==> src/rtl/mybusmatrix5x7_pkg.sv <==
// Shared AHB encodings for the 5x7 bus matrix, plus the address-phase rewrite
// helpers applied to a held transfer.
package mybusmatrix5x7_pkg;

  typedef enum logic [1:0] {
    HT_IDLE   = 2'b00,
    HT_BUSY   = 2'b01,
    HT_NONSEQ = 2'b10,
    HT_SEQ    = 2'b11
  } htrans_e;

  typedef enum logic [2:0] {
    HB_SINGLE = 3'b000,
    HB_INCR   = 3'b001,
    HB_WRAP4  = 3'b010,
    HB_INCR4  = 3'b011,
    HB_WRAP8  = 3'b100,
    HB_INCR8  = 3'b101,
    HB_WRAP16 = 3'b110,
    HB_INCR16 = 3'b111
  } hburst_e;

  localparam logic HRESP_OKAY  = 1'b0;
  localparam logic HRESP_ERROR = 1'b1;

  // A held beat may be interleaved with other masters, so it must restart as a
  // fresh NONSEQ of an undefined-length burst.
  function automatic logic [1:0] held_trans(input logic [1:0] t);
    return (t == HT_SEQ) ? HT_NONSEQ : t;
  endfunction

  function automatic logic [2:0] held_burst(input logic [2:0] b);
    return (b == HB_SINGLE || b == HB_INCR) ? b : HB_INCR;
  endfunction

endpackage

==> src/rtl/mybusmatrix5x7_input_stage_if.sv <==
// Bus bundle of one input stage: master-side AHB-Lite inputs, decoder/arbiter
// outputs and the data-phase feedback from the owning output stage.
interface mybusmatrix5x7_input_stage_if #(
  parameter int ADDR_W = 32,
  parameter int MST_W  = 4
);
  logic              HSELS;
  logic [ADDR_W-1:0] HADDRS;
  logic [1:0]        HTRANSS;
  logic              HWRITES;
  logic [2:0]        HSIZES;
  logic [2:0]        HBURSTS;
  logic [3:0]        HPROTS;
  logic [MST_W-1:0]  HMASTERS;
  logic              HMASTLOCKS;
  logic              HREADYS;
  logic              active_trans;
  logic              readyout_dp;
  logic              resp_dp;

  logic              sel_op;
  logic [ADDR_W-1:0] addr_op;
  logic [1:0]        trans_op;
  logic              write_op;
  logic [2:0]        size_op;
  logic [2:0]        burst_op;
  logic [3:0]        prot_op;
  logic [MST_W-1:0]  master_op;
  logic              lock_op;
  logic              HREADYOUTS;
  logic              HRESPS;

  modport slave (
    input  HSELS, HADDRS, HTRANSS, HWRITES, HSIZES, HBURSTS, HPROTS, HMASTERS,
           HMASTLOCKS, HREADYS, active_trans, readyout_dp, resp_dp,
    output sel_op, addr_op, trans_op, write_op, size_op, burst_op, prot_op,
           master_op, lock_op, HREADYOUTS, HRESPS
  );

  modport master (
    output HSELS, HADDRS, HTRANSS, HWRITES, HSIZES, HBURSTS, HPROTS, HMASTERS,
           HMASTLOCKS, HREADYS, active_trans, readyout_dp, resp_dp,
    input  sel_op, addr_op, trans_op, write_op, size_op, burst_op, prot_op,
           master_op, lock_op, HREADYOUTS, HRESPS
  );

endinterface

==> src/rtl/mybusmatrix5x7_hold_reg.sv <==
// Capture-enabled register bank holding one address/control bundle; it only
// loads on cap_en_i and clears on synchronous reset.
module mybusmatrix5x7_hold_reg #(
  parameter int W = 8
) (
  input  logic         clk_i,
  input  logic         rst_ni,
  input  logic         cap_en_i,
  input  logic [W-1:0] d_i,
  output logic [W-1:0] q_o
);

  logic [W-1:0] hold_q, hold_d;

  always_comb hold_d = cap_en_i ? d_i : hold_q;

  always_ff @(posedge clk_i) begin
    if (!rst_ni) hold_q <= '0;
    else         hold_q <= hold_d;
  end

  assign q_o = hold_q;

endmodule

==> src/rtl/mybusmatrix5x7_input_stage.sv <==
// Per-master input stage: holds an address phase its output stage cannot take
// yet, stalls the master meanwhile and returns data-phase HREADYOUT/HRESP.
module mybusmatrix5x7_input_stage
  import mybusmatrix5x7_pkg::*;
#(
  parameter int ADDR_W = 32,
  parameter int MST_W  = 4
) (
  input  logic HCLK,
  input  logic HRESETn,
  mybusmatrix5x7_input_stage_if.slave bus
);

  localparam int HOLD_W = ADDR_W + MST_W + 14;

  logic              pend_q, pend_d;
  logic              dp_active_q, dp_active_d;
  logic              new_trans, cap_en, accept;
  logic [HOLD_W-1:0] live_w, held_w;

  logic [ADDR_W-1:0] h_addr;
  logic [1:0]        h_trans;
  logic              h_write;
  logic [2:0]        h_size;
  logic [2:0]        h_burst;
  logic [3:0]        h_prot;
  logic [MST_W-1:0]  h_master;
  logic              h_lock;

  assign new_trans = bus.HSELS & bus.HTRANSS[1] & bus.HREADYS;
  assign cap_en    = new_trans & ~bus.active_trans & ~pend_q;

  assign live_w = {bus.HADDRS, bus.HTRANSS, bus.HWRITES, bus.HSIZES, bus.HBURSTS,
                   bus.HPROTS, bus.HMASTERS, bus.HMASTLOCKS};

  mybusmatrix5x7_hold_reg #(.W(HOLD_W)) u_hold (
    .clk_i    (HCLK),
    .rst_ni   (HRESETn),
    .cap_en_i (cap_en),
    .d_i      (live_w),
    .q_o      (held_w)
  );

  assign {h_addr, h_trans, h_write, h_size, h_burst, h_prot, h_master, h_lock} = held_w;

  always_comb begin
    if (pend_q) begin
      bus.sel_op    = 1'b1;
      bus.addr_op   = h_addr;
      bus.trans_op  = held_trans(h_trans);
      bus.write_op  = h_write;
      bus.size_op   = h_size;
      bus.burst_op  = held_burst(h_burst);
      bus.prot_op   = h_prot;
      bus.master_op = h_master;
      bus.lock_op   = h_lock;
    end else begin
      bus.sel_op    = bus.HSELS;
      bus.addr_op   = bus.HADDRS;
      bus.trans_op  = bus.HTRANSS;
      bus.write_op  = bus.HWRITES;
      bus.size_op   = bus.HSIZES;
      bus.burst_op  = bus.HBURSTS;
      bus.prot_op   = bus.HPROTS;
      bus.master_op = bus.HMASTERS;
      bus.lock_op   = bus.HMASTLOCKS;
    end
  end

  assign accept = bus.active_trans & bus.sel_op & bus.trans_op[1];

  always_comb begin
    pend_d = pend_q;
    if (pend_q && bus.active_trans) pend_d = 1'b0;
    else if (cap_en)                pend_d = 1'b1;

    dp_active_d = dp_active_q;
    if (accept)               dp_active_d = 1'b1;
    else if (bus.readyout_dp) dp_active_d = 1'b0;
  end

  always_ff @(posedge HCLK) begin
    if (!HRESETn) begin
      pend_q      <= 1'b0;
      dp_active_q <= 1'b0;
    end else begin
      pend_q      <= pend_d;
      dp_active_q <= dp_active_d;
    end
  end

  // A held address phase masks any data-phase response still in flight.
  assign bus.HREADYOUTS = pend_q ? 1'b0 : (dp_active_q ? bus.readyout_dp : 1'b1);
  assign bus.HRESPS     = (~pend_q & dp_active_q) ? bus.resp_dp : HRESP_OKAY;

endmodule

==> src/flat_wrapper.sv <==
// flat-port wrapper written by rule: the top's interface ports become plain ports
module mybusmatrix5x7_input_stage_flat import mybusmatrix5x7_pkg::*;
#(
  parameter int ADDR_W = 32,
  parameter int MST_W  = 4
)
  (HCLK, HRESETn, bus_HSELS, bus_HADDRS, bus_HTRANSS, bus_HWRITES, bus_HSIZES, bus_HBURSTS, bus_HPROTS, bus_HMASTERS, bus_HMASTLOCKS, bus_HREADYS, bus_active_trans, bus_readyout_dp, bus_resp_dp, bus_sel_op, bus_addr_op, bus_trans_op, bus_write_op, bus_size_op, bus_burst_op, bus_prot_op, bus_master_op, bus_lock_op, bus_HREADYOUTS, bus_HRESPS);
  mybusmatrix5x7_input_stage_if #(.ADDR_W(ADDR_W), .MST_W(MST_W)) bus_i ();
  input  logic HCLK;
  input  logic HRESETn;
  input wire logic [$bits(bus_i.HSELS)-1:0] bus_HSELS;
  input wire logic [$bits(bus_i.HADDRS)-1:0] bus_HADDRS;
  input wire logic [$bits(bus_i.HTRANSS)-1:0] bus_HTRANSS;
  input wire logic [$bits(bus_i.HWRITES)-1:0] bus_HWRITES;
  input wire logic [$bits(bus_i.HSIZES)-1:0] bus_HSIZES;
  input wire logic [$bits(bus_i.HBURSTS)-1:0] bus_HBURSTS;
  input wire logic [$bits(bus_i.HPROTS)-1:0] bus_HPROTS;
  input wire logic [$bits(bus_i.HMASTERS)-1:0] bus_HMASTERS;
  input wire logic [$bits(bus_i.HMASTLOCKS)-1:0] bus_HMASTLOCKS;
  input wire logic [$bits(bus_i.HREADYS)-1:0] bus_HREADYS;
  input wire logic [$bits(bus_i.active_trans)-1:0] bus_active_trans;
  input wire logic [$bits(bus_i.readyout_dp)-1:0] bus_readyout_dp;
  input wire logic [$bits(bus_i.resp_dp)-1:0] bus_resp_dp;
  output wire logic [$bits(bus_i.sel_op)-1:0] bus_sel_op;
  output wire logic [$bits(bus_i.addr_op)-1:0] bus_addr_op;
  output wire logic [$bits(bus_i.trans_op)-1:0] bus_trans_op;
  output wire logic [$bits(bus_i.write_op)-1:0] bus_write_op;
  output wire logic [$bits(bus_i.size_op)-1:0] bus_size_op;
  output wire logic [$bits(bus_i.burst_op)-1:0] bus_burst_op;
  output wire logic [$bits(bus_i.prot_op)-1:0] bus_prot_op;
  output wire logic [$bits(bus_i.master_op)-1:0] bus_master_op;
  output wire logic [$bits(bus_i.lock_op)-1:0] bus_lock_op;
  output wire logic [$bits(bus_i.HREADYOUTS)-1:0] bus_HREADYOUTS;
  output wire logic [$bits(bus_i.HRESPS)-1:0] bus_HRESPS;
  assign bus_i.HSELS = bus_HSELS;
  assign bus_i.HADDRS = bus_HADDRS;
  assign bus_i.HTRANSS = bus_HTRANSS;
  assign bus_i.HWRITES = bus_HWRITES;
  assign bus_i.HSIZES = bus_HSIZES;
  assign bus_i.HBURSTS = bus_HBURSTS;
  assign bus_i.HPROTS = bus_HPROTS;
  assign bus_i.HMASTERS = bus_HMASTERS;
  assign bus_i.HMASTLOCKS = bus_HMASTLOCKS;
  assign bus_i.HREADYS = bus_HREADYS;
  assign bus_i.active_trans = bus_active_trans;
  assign bus_i.readyout_dp = bus_readyout_dp;
  assign bus_i.resp_dp = bus_resp_dp;
  assign bus_sel_op = bus_i.sel_op;
  assign bus_addr_op = bus_i.addr_op;
  assign bus_trans_op = bus_i.trans_op;
  assign bus_write_op = bus_i.write_op;
  assign bus_size_op = bus_i.size_op;
  assign bus_burst_op = bus_i.burst_op;
  assign bus_prot_op = bus_i.prot_op;
  assign bus_master_op = bus_i.master_op;
  assign bus_lock_op = bus_i.lock_op;
  assign bus_HREADYOUTS = bus_i.HREADYOUTS;
  assign bus_HRESPS = bus_i.HRESPS;
  mybusmatrix5x7_input_stage #(.ADDR_W(ADDR_W), .MST_W(MST_W)) u_core (.HCLK(HCLK), .HRESETn(HRESETn), .bus(bus_i));
endmodule
==> config.mk <==
export PLATFORM = sky130hd
export DESIGN_NAME = mybusmatrix5x7_input_stage_flat
export DESIGN_NICKNAME = d
export VERILOG_FILES = /design/src/rtl/mybusmatrix5x7_pkg.sv /design/src/rtl/mybusmatrix5x7_input_stage_if.sv /design/src/rtl/mybusmatrix5x7_hold_reg.sv /design/src/rtl/mybusmatrix5x7_input_stage.sv /design/src/flat_wrapper.sv
export SDC_FILE = /design/constraint.sdc
export NUM_CORES = 1
export LEC_CHECK = 0
export CAP_MARGIN = 20
export CORE_MARGIN = 8
export CORE_UTILIZATION = 30
export DETAILED_ROUTE_END_ITERATION = 6
export SYNTH_ARGS = -nofsm -noshare
export SYNTH_HDL_FRONTEND = slang
export SYNTH_HIERARCHICAL = 1
export SYNTH_SLANG_ARGS = --single-unit
==> constraint.sdc <==
create_clock -name HCLK -period 1.8 [get_ports HCLK]
set_input_delay 0.36 -clock HCLK [delete_from_list [all_inputs] [get_ports HCLK]]
set_output_delay 0.36 -clock HCLK [all_outputs]
set_load 0.01 [all_outputs]
; ---- After elaboration in Yosys (flattened, before gate mapping)
; Cells that the tools add are included.
[word_totals]
ff_bits = 52
in_bits = 57
out_inout_bits = 53
elab_cells = 36
[op_classes]
eq_ne = 2
n_mux = 16
bitwise = 10
reduce_logical = 5
[op_table]
columns = cell, n
row1 = two-way mux 32 bit, 1
row2 = two-way mux 3 bit, 3
row3 = two-way mux 1 bit, 8
row4 = two-way mux 4 bit, 2
row5 = bitwise AND 1 bit, 7
row6 = two-way mux 2 bit, 2
row7 = == test 3 x 1 -> 1 bit (second input constant), 1
row8 = logical NOT 3 bit, 1
row9 = inverter 1 bit, 3
row10 = == test 2 bit (second input constant), 1
row11 = nonzero test 2 bit, 1
row12 = OR reduction 2 bit, 1
row13 = logical AND 1 bit, 1
row14 = logical OR 1 bit, 1

; ---- Depth between registers and ports, before layout
[depth]
depth_word = 5
ltp_mapped = 7
mapped_depth_nobuf = 4

; ---- Hierarchy
; The synthesis kept the hierarchy.
[by_module_without_submodules]
columns = mod, instances, cells_each, area_per_inst_um2, seq_area_each_um2
row1 = mybusmatrix5x7_hold_reg, 1, 161, 1919.3, 1001.0
row2 = mybusmatrix5x7_input_stage, 1, 72, 720.7, 40.0

; ---- Worst setup path after synthesis
; No wires, ideal clock.
[synth_path]
path_type = register -> register
from = register u_core.pend_q
to = register u_core.u_hold.hold_q[0] (netlist: u_core/u_hold/q_o[0])
setup_time_ns = 0.116
t_arrival_ns = 1.355
t_required_ns = 1.684
slack_ns = 0.329
path_stages_with_launch = 8
path_buffers = 4
period_less_slack_ns = 1.471
path_cell_list = dfxtp_1 -> buf_6 -> buf_4 -> nor3_1 -> buf_6 -> buf_8 -> mux2i_1 -> nor2b_1
[synth_via]
elab_chain_cells = 2
[synth_rtl]
columns = item, line_no
row1 = from (decl), mybusmatrix5x7_input_stage.sv:16  ; logic pend_q, pend_d;
row2 = from (signal assigned), mybusmatrix5x7_input_stage.sv:87  ; pend_q <= pend_d;
row3 = inverter 1 bit, mybusmatrix5x7_input_stage.sv:31  ; assign cap_en = new_trans & ~bus.active_trans & ~pend_q;
row4 = bitwise AND 1 bit, mybusmatrix5x7_input_stage.sv:31
row5 = net u_core.cap_en, mybusmatrix5x7_input_stage.sv:18  ; logic new_trans, cap_en, accept;
row6 = to (signal assigned), mybusmatrix5x7_hold_reg.sv:19  ; else hold_q <= hold_d;
row7 = to (decl), mybusmatrix5x7_hold_reg.sv:13  ; logic [W-1:0] hold_q, hold_d;
; The timed path passes the listed nets, and every way through them passes these cells.
; A chain may end at the register's enable or synchronous reset.

; ---- Worst setup path after layout
[layout_path]
from = register u_core.pend_q
to = output bus_trans_op[1]
[layout_via]
elab_chain_cells = 1
[layout_rtl]
columns = item, line_no
row1 = two-way mux 2 bit, mybusmatrix5x7_input_stage.sv:47  ; if (pend_q) begin
row2 = to (decl), flat_wrapper.sv:26  ; output wire logic [$bits(bus_i.trans_op)-1:0] bus_trans_op;
; Every way passes these cells.

==> run summary <==
The logs give 4090 um^2 for the finished layout cell area and 1.44 ns for the required time of the critical path. Kind of start point of the critical path: a flip-flop. Most frequent cell after synthesis: nor2b_1. For the worst flop-to-flop path, the logic depth is 6. Setup repair after global routing could not meet its margin everywhere.

For this run, design rule violations remaining after detail routing come to 0. The count of flip-flops with a built-in enable after synthesis was 0. The floorplan has 34 rows. In the post-synthesis netlist, the biggest area contributors are dfxtp_1 (39%), mux2_2 (20%), mux2i_1 (19%). The tools report the reg-to-reg critical path endpoint as u_core/u_hold/q_o[47]. For the cell count after synthesis, the log shows 233. The flow ran to the end, and the final reports show no timing, DRC or antenna violations. The floorplan step defined a core boundary enclosing 8640 um^2. Summing all flip-flop and latch instances after layout gives 1040 um^2. At the end of routability-driven placement, the weighted congestion stood at 0.672.

The tools report the total area of multi-input combinational cells as 1480 um^2. The fraction of final layout cells sized beyond drive strength 1 is 0.386. In the final routed layout, each cell accounts on average for 14.5 um. The run gives 28 as the largest net degree at the start of global routing. Sorting the synthesized cells by how often they occur yields nor2b_1 (53), dfxtp_1 (52), mux2i_1 (50).

The area share of the largest cell type after synthesis came out at 0.394. The final critical-path share of the clock period works out to 0.998. The run gives 0.306 as the initial core utilization. The library cell used as clock root buffer is clkbuf_8. The die covers 12100 um^2. For this run, the detailed router's first-pass iteration total came to 4. The number of sinks handled by clock tree synthesis came out at 52. The largest individual stage delay along the critical path comes from the cell dfxtp_4. The routed design has 6920 um of wire. The clock buffer count from CTS is 5. The later pin in the worst-skew pair is clocked with a latency of 0.29 ns.

Of all nets on the critical path, the largest fanout is 14. Data arrival at the endpoint of the critical path: 1.44 ns. The kind of path behind the tightest hold check is reg -> reg. The number of hold-slack violations in the final timing report was 0; the actual slew at the worst max-slew pin was 0.343 ns.

Clock transition time at the flip-flop clock pins of the worst setup and hold paths: 0.08 ns. Beginning of the worst hold path: u_core/u_hold/q_o[39]. The number of antenna violations at the first check in global routing was 0; the post-placement worst setup slack was -0.180 ns.

Overall routing resource usage: 0.112. Of all cell types, the one taking the most synthesized area is dfxtp_1. In this run, distinct cell masters in the synthesized netlist total 22. The floorplan step set the die height to 110 um.

The share of the yosys chip area belonging to registers is 0.394, and the slack of the critical path is 0.00418 ns. The internal reg-to-reg setup slack was 0.17 ns. The commonest register cell after synthesis is dfxtp_1.

The final-layout fill cell count came out at 845. TritonCTS built the clock tree. Along the worst hold path, the cell count comes to 2. The clock tree synthesis step divided the H-tree into 2 levels. Maximum clock path buffer count: 2. VDD sags by at most 0.260 mV. The first global-routing pass estimated 10800 um of wire. The signal on the critical path passes through buf_6 -> buf_12 -> mux2_2 -> buf_2. For this run, the post-layout net count is 429.

For hold timing, the worst endpoint is u_core/u_hold/q_o[39]. Counting tap cells, the placed design contains a total of 467 instances. The run gives 0 as the final setup violation count. For this design the top-level I/O count stands at 110. Relative area change from synthesis to final layout: 54.9%.

The clock arrives with 0.00340 ns of skew. The worst setup path is captured at an output pin. The largest incremental delay on the critical path works out to 0.40 ns.

The fraction of registers with async set/reset is 0, and the non-filler instance count after layout is 478. The max-slew violation count is 0. Summing all placed instances gives a cell area of 4000 um^2.

After detailed routing, the number of vias per cell comes to 4.42. The total half-perimeter wirelength after legalization and detailed placement is 4920 um. The via count of the first global-routing pass is 2179. The final period demand of the worst path came out at 1.80 ns. For this run, the number of Yosys warnings is 6. For this block, the via count after detailed routing is 2111.

The smallest hold slack is 0.521 ns, and the violation count after the first detailed-route iteration is 48. For the cell area after technology mapping, the log shows 2640 um^2. The logs give 0.557 GHz for the maximum clock frequency and 0 for the count of max-cap constraint violations.

The startpoint identified for the worst register-to-register timing path is u_core/pend_q. The setup path with the least slack is of type reg -> out. Port buffering added 109 buffers. The number of register bits inferred by synthesis is 52.

In this run the remaining antenna-violating nets after routing total 0. The run gives 0 as the number of inserted diodes. Dividing the synthesized area by the synthesized cell count gives 11.3 um^2. The run gives 0.771 as the relative max-transition margin. From left edge to right edge, the die measures 110 um. Summed over all cells, the static leakage comes to 1.55 nW. The number of nets in the synthesized netlist came out at 290. Summed over all layers, the global routing overflow is 0. The power per unit of standard cell area works out to 568 nW/um^2.
==> routing by layer <==
metal | up-vias | GRT usage | share of wire | wire (um)
met1 | 973 | 0.134 | 0.44 | 3060
met4 | 0 | 0.0260 | 0.0062 | 43
met2 | 60 | 0.184 | 0.46 | 3200
met3 | 4 | 0.0463 | 0.090 | 623
li1 | 1074 | - | - | -
met5 | - | 0 | 0 | 0
==> layout by cell type, fill, tap and decap left out <==
cell / instances
nor3_1: 1
nand2_1: 1
nor3b_1: 1
nor2b_1: 53
or2_1: 1
a31oi_1: 1
dfxtp_4: 1
buf_12: 3
a21oi_1: 1
clkbuf_8: 5
o22ai_1: 1
nor2_1: 1
dlygate4sd2_1: 4
clkbuf_16: 1
mux2i_1: 50
and2_1: 1
clkdlybuf4s50_1: 56
and3b_1: 1
mux2_4: 11
a32o_1: 1
nor3_2: 1
inv_1: 1
mux2_2: 35
clkbuf_2: 13
buf_2: 16
nor2_2: 1
nand3_1: 1
dfxtp_1: 51
buf_4: 31
buf_16: 1
buf_6: 24
==> critical path, delay by kind of cell, from the launching register on <==
family                 cells  cell delay, ns
buffers and inverters      3            0.40
multiplexers               1            0.35
flip-flops                 1            0.40
==> area by class of cell <==
class                   instances  area share
well taps                     108      0.0330
inverters                       1    0.000918
repair buffers                149       0.332
multi-input cells             163       0.362
clock buffers                   5      0.0168
flip-flops and latches         52       0.255
==> through the flow <==
step / util / TNS, ns / total power [mW]
floorplan: - / 0 / 1.43
detailed placement: 0.463 / -7.77 / 1.77
global placement: 0.463 / -6.59 / 1.77
finish: 0.474 / 0 / 2.32
global route: 0.474 / -1.06 / 2.46
CTS: 0.470 / -3.91 / 2.34
==> how the worst max path moves through the flow <==
stage	slack, ns	cells past startpoint	from	to
final	0.004	4	u_core/pend_q	bus_trans_op[1]
after global routing	-0.07	4	u_core/pend_q	bus_trans_op[1]
after CTS	-0.20	3	u_core/pend_q	bus_lock_op
after detailed placement	-0.18	4	bus_HTRANSS[0]	bus_trans_op[0]
after global placement	-0.14	4	bus_HTRANSS[0]	bus_trans_op[0]
after floorplan	0.33	7	u_core/pend_q	u_core/u_hold/q_o[0]
==> registers in the layout, indices dropped and copies added, names as in the netlist <==
signal	flops
u_core/u_hold/q_o	50
u_core/pend_q	1
u_core/dp_active_q	1
==> logic make-up after synthesis <==
| kind of cell | Yosys count | share of synthesized area |
|---|---|---|
| muxes | 96 | 0.386 |
| AOI/OAI and AO/OA | 4 | 0.0104 |
| and+or+nand+nor | 63 | 0.146 |
| DFF | 52 | 0.394 |
| buffers and inverters | 18 | 0.0630 |
==> power by group <==
group,internal [mW],switching [mW]
Combinational,0.348,0.192
Sequential,1.17,0.0127
Clock,0.252,0.347
Total,1.77,0.552
==> what timing repair did <==
item,4_1_cts,5_1_grt
hold buffers,0,0
gates resized for setup,140,89
buffers inserted,3,2
setup endpoints to repair,53,34
cloned,3,1
endpoints found under the hold margin,0,0
(Power assumes the default switching activity.)
